<file path="config.mk">
export PLATFORM = sky130hd
export DESIGN_NAME = rgb_color_key_pipe
export DESIGN_NICKNAME = d
export VERILOG_FILES = /design/src/rtl/rgb_filter_pkg.sv /design/src/rtl/rgb_luma.sv /design/src/rtl/rgb_color_key_pipe.sv
export SDC_FILE = /design/constraint.sdc
export NUM_CORES = 1
export LEC_CHECK = 0
export ABC_AREA = 1
export BUFFER_PORTS_ARGS = -buffer_cell sky130_fd_sc_hd__buf_2
export CORE_UTILIZATION = 45
export DETAILED_ROUTE_END_ITERATION = 6
export GPL_TIMING_DRIVEN = 0
export PLACE_DENSITY = 0.66
export RECOVER_POWER = 25
export SETUP_SLACK_MARGIN = 0.02
export SYNTH_ARGS = -nofsm -noshare
export SYNTH_HDL_FRONTEND = slang
export SYNTH_HIERARCHICAL = 1
export SYNTH_SLANG_ARGS = --single-unit
</file>
<file path="constraint.sdc">
create_clock -name clk -period 1.2 [get_ports clk]
set_input_delay 0.12 -clock clk [delete_from_list [all_inputs] [get_ports clk]]
set_output_delay 0.12 -clock clk [all_outputs]
set_load 0.01 [all_outputs]
</file>
<file path="src/rtl/rgb_filter_pkg.sv">
// rgb_filter_pkg: shared mode/key encodings and luma weights for the RGB filters
package rgb_filter_pkg;
  typedef enum logic [1:0] {MODE_PASS, MODE_GRAY, MODE_KEY, MODE_BIN} mode_e;
  typedef enum logic [1:0] {KEY_R, KEY_G, KEY_B} key_e;
  localparam int W_R   = 77;
  localparam int W_G   = 150;
  localparam int W_B   = 29;
  localparam int Y_RND = 128;
endpackage

</file>
<file path="src/rtl/rgb_luma.sv">
// rgb_luma: combinational rounded BT.601-style luma from a packed {R,G,B} pixel
module rgb_luma
  import rgb_filter_pkg::*;
#(
  parameter int CW = 4
) (
  input  logic [3*CW-1:0] pixel,
  output logic [CW-1:0]   y
);
  localparam int SUM_W = CW + 9;
  logic [SUM_W-1:0] sum;
  assign sum = SUM_W'(W_R) * SUM_W'(pixel[3*CW-1:2*CW])
             + SUM_W'(W_G) * SUM_W'(pixel[2*CW-1:CW])
             + SUM_W'(W_B) * SUM_W'(pixel[CW-1:0])
             + SUM_W'(Y_RND);
  // weights sum to 256, so the shifted sum always fits in CW bits
  assign y = CW'(sum >> 8);
endmodule

</file>
<file path="src/rtl/rgb_color_key_pipe.sv">
// rgb_color_key_pipe: two-stage valid/ready pixel filter (pass, grey, colour-key, binarise)
module rgb_color_key_pipe
  import rgb_filter_pkg::*;
#(
  parameter int CW = 4
) (
  input  logic            clk,
  input  logic            rst_n,
  input  logic [1:0]      mode,
  input  logic [1:0]      key_sel,
  input  logic [CW-1:0]   key_hi,
  input  logic [CW-1:0]   key_lo,
  input  logic            s_valid,
  output logic            s_ready,
  input  logic [3*CW-1:0] s_pixel,
  input  logic            s_last,
  output logic            m_valid,
  input  logic            m_ready,
  output logic [3*CW-1:0] m_pixel,
  output logic            m_last
);
  logic            en;
  logic [CW-1:0]   r, g, b, y, kc, o1, o2;
  logic            hit, bin;
  logic            v1, l1, hit1, bin1;
  logic [3*CW-1:0] px1, kmask, gray, out;
  logic [CW-1:0]   y1;
  mode_e           mode1;
  logic [1:0]      ks1;

  assign en      = !m_valid || m_ready;
  assign s_ready = en;
  assign {r, g, b} = s_pixel;

  rgb_luma #(.CW(CW)) u_luma (.pixel(s_pixel), .y(y));

  // key_sel 3 falls through to the red-key case
  assign kc  = key_sel == KEY_G ? g : key_sel == KEY_B ? b : r;
  assign o1  = (key_sel == KEY_G || key_sel == KEY_B) ? r : g;
  assign o2  = key_sel == KEY_B ? g : b;
  assign hit = kc > key_hi && o1 < key_lo && o2 < key_lo;
  assign bin = y >= key_hi;

  always_ff @(posedge clk or negedge rst_n) begin
    if (!rst_n) begin
      v1    <= 1'b0;
      l1    <= 1'b0;
      px1   <= '0;
      y1    <= '0;
      hit1  <= 1'b0;
      bin1  <= 1'b0;
      mode1 <= MODE_PASS;
      ks1   <= '0;
    end else if (en) begin
      v1    <= s_valid;
      l1    <= s_last;
      px1   <= s_pixel;
      y1    <= y;
      hit1  <= hit;
      bin1  <= bin;
      mode1 <= mode_e'(mode);
      ks1   <= key_sel;
    end
  end

  assign kmask = ks1 == KEY_G ? {{CW{1'b0}}, {CW{1'b1}}, {CW{1'b0}}}
               : ks1 == KEY_B ? {{2*CW{1'b0}}, {CW{1'b1}}}
               : {{CW{1'b1}}, {2*CW{1'b0}}};
  assign gray  = {3{y1}};
  assign out   = mode1 == MODE_PASS ? px1
               : mode1 == MODE_GRAY ? gray
               : mode1 == MODE_KEY  ? (hit1 ? (px1 & kmask) : gray)
               : (bin1 ? {3*CW{1'b1}} : {3*CW{1'b0}});

  always_ff @(posedge clk or negedge rst_n) begin
    if (!rst_n) begin
      m_valid <= 1'b0;
      m_pixel <= '0;
      m_last  <= 1'b0;
    end else if (en) begin
      m_valid <= v1;
      m_pixel <= out;
      m_last  <= l1;
    end
  end
endmodule

</file>
Word level (Yosys, flattened, before mapping)
Index checks and enable logic that the tools add are counted.
- flip-flop bits (word level): 38
- bitwise operators: 1
- eq/ne operators: 6
- add/subtract/negate cells: 3
- reductions and logical operators: 6
- muxes and demuxes: 11
- $lt $le $gt $ge: 4
- multiply operators: 3
- operators by type and width (cell ; number):
    $mux 12 ; 7
    $mul 7x4->11 const A ; 2
    $mux 4 ; 4
    $add 11x12->12 ; 1
    $add 12x8->12 const B ; 1
    $add 12x9->12 ; 1
    $and 12x12->12 ; 1
    $mul 5x4->9 const A ; 1
    $lt 4x4->1 ; 2
    $eq 2x1->1 const B ; 3
    $eq 2x2->1 const B ; 3
    $ge 4x4->1 ; 1
    $gt 4x4->1 ; 1
    $logic_and 1x1->1 ; 2
    $logic_not 2->1 ; 1
    $logic_or 1x1->1 ; 2
    $logic_not 1->1 ; 1

Depth between registers and ports, before layout
- word-level depth: 8
- depth in mapped cells: 32
- gate-level depth less buffers: 32

Hierarchy
Netlist, hierarchy kept.
- modules (own cells, without submodules) (module ; cells each ; area an instance (µm²) ; times used):
    rgb_color_key_pipe ; 361 ; 2471.1 ; 1
    rgb_luma ; 220 ; 1722.9 ; 1

Least setup slack after synthesis
No wires, ideal clock.
- kind: input to register
- start: input s_pixel[6]
- end: register bin1
- required time: 1.083 ns
- stages: 29
- slack: -3.799 ns
- arrival time: 4.882 ns
- buffers on the path: 0
- cells stage by stage: ha_1 > inv_1 > fa_1 > inv_1 > ha_1 > nand3_1 > nand2_1 > xnor2_1 > inv_1 > ha_1 > ha_1 > inv_1 > fa_1 > inv_1 > fa_1 > inv_1 > fa_1 > inv_1 > ha_1 > nand2_1 > nor3_1 > nand2_1 > nand3_1 > nand2_1 > ha_1 > a21oi_1 > nand3_1 > nand2_1 > nand2_1
- cells in the longest elaborated chain, start to end: 5
- ends and longest elaborated chain (item ; line ; source):
    start: declaration ; rgb_color_key_pipe.sv:15 ; input logic [3*CW-1:0] s_pixel,
    $mul 7x4->11 ; rgb_luma.sv:13 ; + SUM_W'(W_G) * SUM_W'(pixel[2*CW-1:CW])
    $add 11x12->12 ; rgb_luma.sv:13 ;
    $add 12x9->12 ; rgb_luma.sv:14 ; + SUM_W'(W_B) * SUM_W'(pixel[CW-1:0])
    $add 12x8->12 ; rgb_luma.sv:15 ; + SUM_W'(Y_RND);
    via y[3] ; rgb_color_key_pipe.sv:23 ; logic [CW-1:0] r, g, b, y, kc, o1, o2;
    $ge 4x4->1 ; rgb_color_key_pipe.sv:42 ; assign bin = y >= key_hi;
    end signal: assignment ; rgb_color_key_pipe.sv:60 ; bin1 <= bin;
    end: declaration ; rgb_color_key_pipe.sv:25 ; logic v1, l1, hit1, bin1;
The timed path passes the listed nets, and every way through them passes these cells.
A chain may end at the register's enable or synchronous reset.

Final worst setup path
- start: input s_pixel[7]
- end: register bin1
Same word-level chain as after synthesis.

==> metrics <==
max-cap violation count 0; die height 98.54 um; Layout Cells excl Fill 781; placeable core area 8891 um^2; mapped cell area 4194 um^2; Fmax achieved 0.2100 GHz; fraction of final layout cells sized beyond drive strength 1 0.2972; worst-case hold slack 0.02497 ns; cell types with the largest area share after synthesis dfrtp_1 23%, ha_1 20%, nand2_1 18%, fa_1 11%, inv_1 9.6%; crit path time final 4.762 ns; number of antenna cells inserted 0; endpoint type of the worst setup path register; drc violations 7; number of storage elements in the synthesis netlist 38; top cell types by occurrence after synthesis 199 x nand2_1, 107 x inv_1, 68 x ha_1; Slew Limit Headroom 0.4444; Via density 5.136; port bufs 43; critical path class input pin to register; syn nets 700; Post-synth top flop dfrtp_1; count of final hold-check violations 0; number of distinct standard cells referenced by the synthesized netlist 30; cell taking the most area after synthesis dfrtp_1; weighted congestion at the end of routability-driven global placement 0.9202; RSZ-0062 raised after global routing yes; ys async rst share 1.000; maximum fanout count along the critical path 3; proportion of synthesized chip area in sequential cells 0.2267; post-route clock skew 0.004692 ns; number of buffers added by the clock tree synthesis step 5; overall via count from detail_route 4011; maximum number of pins on one net before global-route repair 39; number of buffer and inverter instances along the worst setup path 6; maximum root-to-sink buffer count 2; boundary pin count 44; CTS Root Buffer Type clkbuf_8; Initial DRT Pass Iterations 7; Overall Power 12.96 mW; count leader, synth nand2_1; Critical Path Start Type input pin; GRT Overall Usage 0.2352; global-route congestion overflow total 0; final wirelength 11.46 mm; number of nets in the finished design 791; class of the tightest hold or removal check input pin to register; Antenna Violating Nets Remaining 0; Max Slew Vio Count 0; CTS tree done; maximum level of the CTS H-tree 2; share of the synthesized area in the top cell type 0.2267; result of the run complete, but fails checks; CP required 1.44 ns; delay-heaviest family, CP adder cells; clk_lat worst skew 0.29 ns; WL per Instance 14.67 um; number of instances in the synthesized netlist 581; actual transition at the worst max-transition pin 0.8335 ns; area enclosed by the die boundary 9710 um^2; placed instance area 4690 um^2; sum of net half-perimeters after detailed placement 7.962 mm; Sinks on Clock Net 38; fin area 5654 um^2; syn_area_per_cell 7.219 um^2; DRT iter0 DRCs 211; final setup vio count 17; final worst-path setup slack -3.562 ns; Die X 98.54 um; number of antenna violations at the first check in global routing 0; clock-pin slew on the worst setup and hold paths 0.08 ns; largest stage delay on the critical path 0.52 ns; library cell contributing the largest single delay on the critical path fa_1; number of warnings printed during yosys synthesis 6; standard-cell row count 34; arrival time at the worst endpoint 5.00 ns; number of global-route vias before repair 3977; initial core utilization 0.4717; area added between synthesis and finish 34.81%; leakage dissipation 3.057 nW; number of placed instances with taps included 732; portion of the clock cycle consumed by the worst path in the final layout 3.969; failing checks design-rule violations, negative setup slack; worst supply voltage drop on vdd 2060 uV; number of enable flip-flop cells after synthesis 0; power per unit of standard cell area 2292 nW/um^2; wire length of the first global-routing pass 18.37 mm
[cell families after synthesis]
logic type,Yosys count,synth area share
buffers and inverters,123,0.1119
AND/OR/NAND/NOR,260,0.2569
XOR/XNOR,8,0.01670
adder cells (fa/ha/maj),90,0.3079
flip-flops,38,0.2267
AO/OA/AOI/OAI,62,0.07995
[routing by layer]
layer | vias up | routed length, um | track usage
li1 | 1999 | - | -
met1 | 1862 | 4945 | 0.2943
met2 | 122 | 5761 | 0.4285
met3 | 28 | 441 | 0.02270
met4 | 0 | 312 | 0.07118
met5 | - | 0 | 0
[layout make-up]
| class | count | area (um^2) |
|---|---|---|
| flip-flops and latches | 38 | 955.9 |
| inverters | 113 | 451.7 |
| multi-input cells | 421 | 3223 |
| well taps | 108 | 135.1 |
| repair buffers | 83 | 646.9 |
| clock inverters | 2 | 60.06 |
| fillers | 738 | 3237 |
| plain buffers | 10 | 98.84 |
| clock buffers | 6 | 82.58 |
[cells in the final DEF (no fill, tap or decap), types with 3 or more instances in the layout]
| cell | instances |
|---|---|
| nand2_1 | 185 |
| inv_1 | 90 |
| ha_1 | 48 |
| buf_2 | 38 |
| dfrtp_1 | 34 |
| buf_4 | 27 |
| fa_1 | 21 |
| inv_2 | 18 |
| ha_4 | 18 |
| o21ai_1 | 17 |
| nor2_1 | 16 |
| buf_6 | 15 |
| nand3_1 | 14 |
| nand2_2 | 14 |
| a21oi_1 | 13 |
| o21ai_0 | 12 |
| nand3_2 | 12 |
| nand4_1 | 9 |
| clkbuf_8 | 7 |
| a21oi_2 | 7 |
| buf_12 | 5 |
| o21ai_2 | 4 |
| clkbuf_4 | 4 |
| dfrtp_2 | 4 |
| xor2_1 | 4 |
| nor2_4 | 3 |
| inv_4 | 3 |
| xnor2_1 | 3 |
[where the power goes]
part,internal (mW),switching [mW],total (mW)
Clock,0.887,0.469,1.36
Sequential,1.64,0.354,1.99
Combinational,4.59,5.02,9.61
Total,7.12,5.84,13.0
[sequential cells by signal (all words and copies together) (netlist names)]
signal,count
bin1,1
y1,4
m_valid,1
l1,1
ks1,2
px1,12
mode1,2
hit1,1
m_last,1
m_pixel,12
v1,1
[metrics by stage]
stage | setup slack (ns) | util | setup TNS [ns]
after floorplan | -3.488 | - | -15.76
after global placement | -4.035 | 0.5274 | -21.75
after detailed placement | -4.115 | 0.5274 | -22.38
after CTS | -3.516 | 0.6053 | -16.61
after global routing | -3.805 | 0.6359 | -18.88
final | -3.562 | 0.6359 | -16.95
[tightest hold or removal path, stage by stage]
cell and delay [ns]:
buf_2 0.08, nand2_1 0.04, nand2_1 0.05
[path summary, 6_finish.rpt]
check                                start          end  slack (ns)  cells past startpoint
worst max-delay path            s_pixel[7]         bin1       -3.56                     28
worst min-delay path                s_last           l1        0.02                      3
worst max register to register      ks1[0]  m_pixel[10]       -0.14                     10
worst min register to register          v1      m_valid        0.47                      2
max in group asynchronous            rst_n       ks1[1]        0.17                      2
min in group asynchronous            rst_n   m_pixel[9]        0.46                      2
[repair_timing]
| item | 4_1_cts | 5_1_grt |
|---|---|---|
| pin swaps | 32 | 25 |
| gates cloned | 1 | 2 |
| hold buffers | 1 | 0 |
| buffers inserted | 28 | 10 |
| hold endpoints to repair | 38 | 0 |
| gates resized for setup | 83 | 50 |
| setup endpoints to repair | 36 | 27 |
Note: power is estimated with default switching activity, not from simulation.
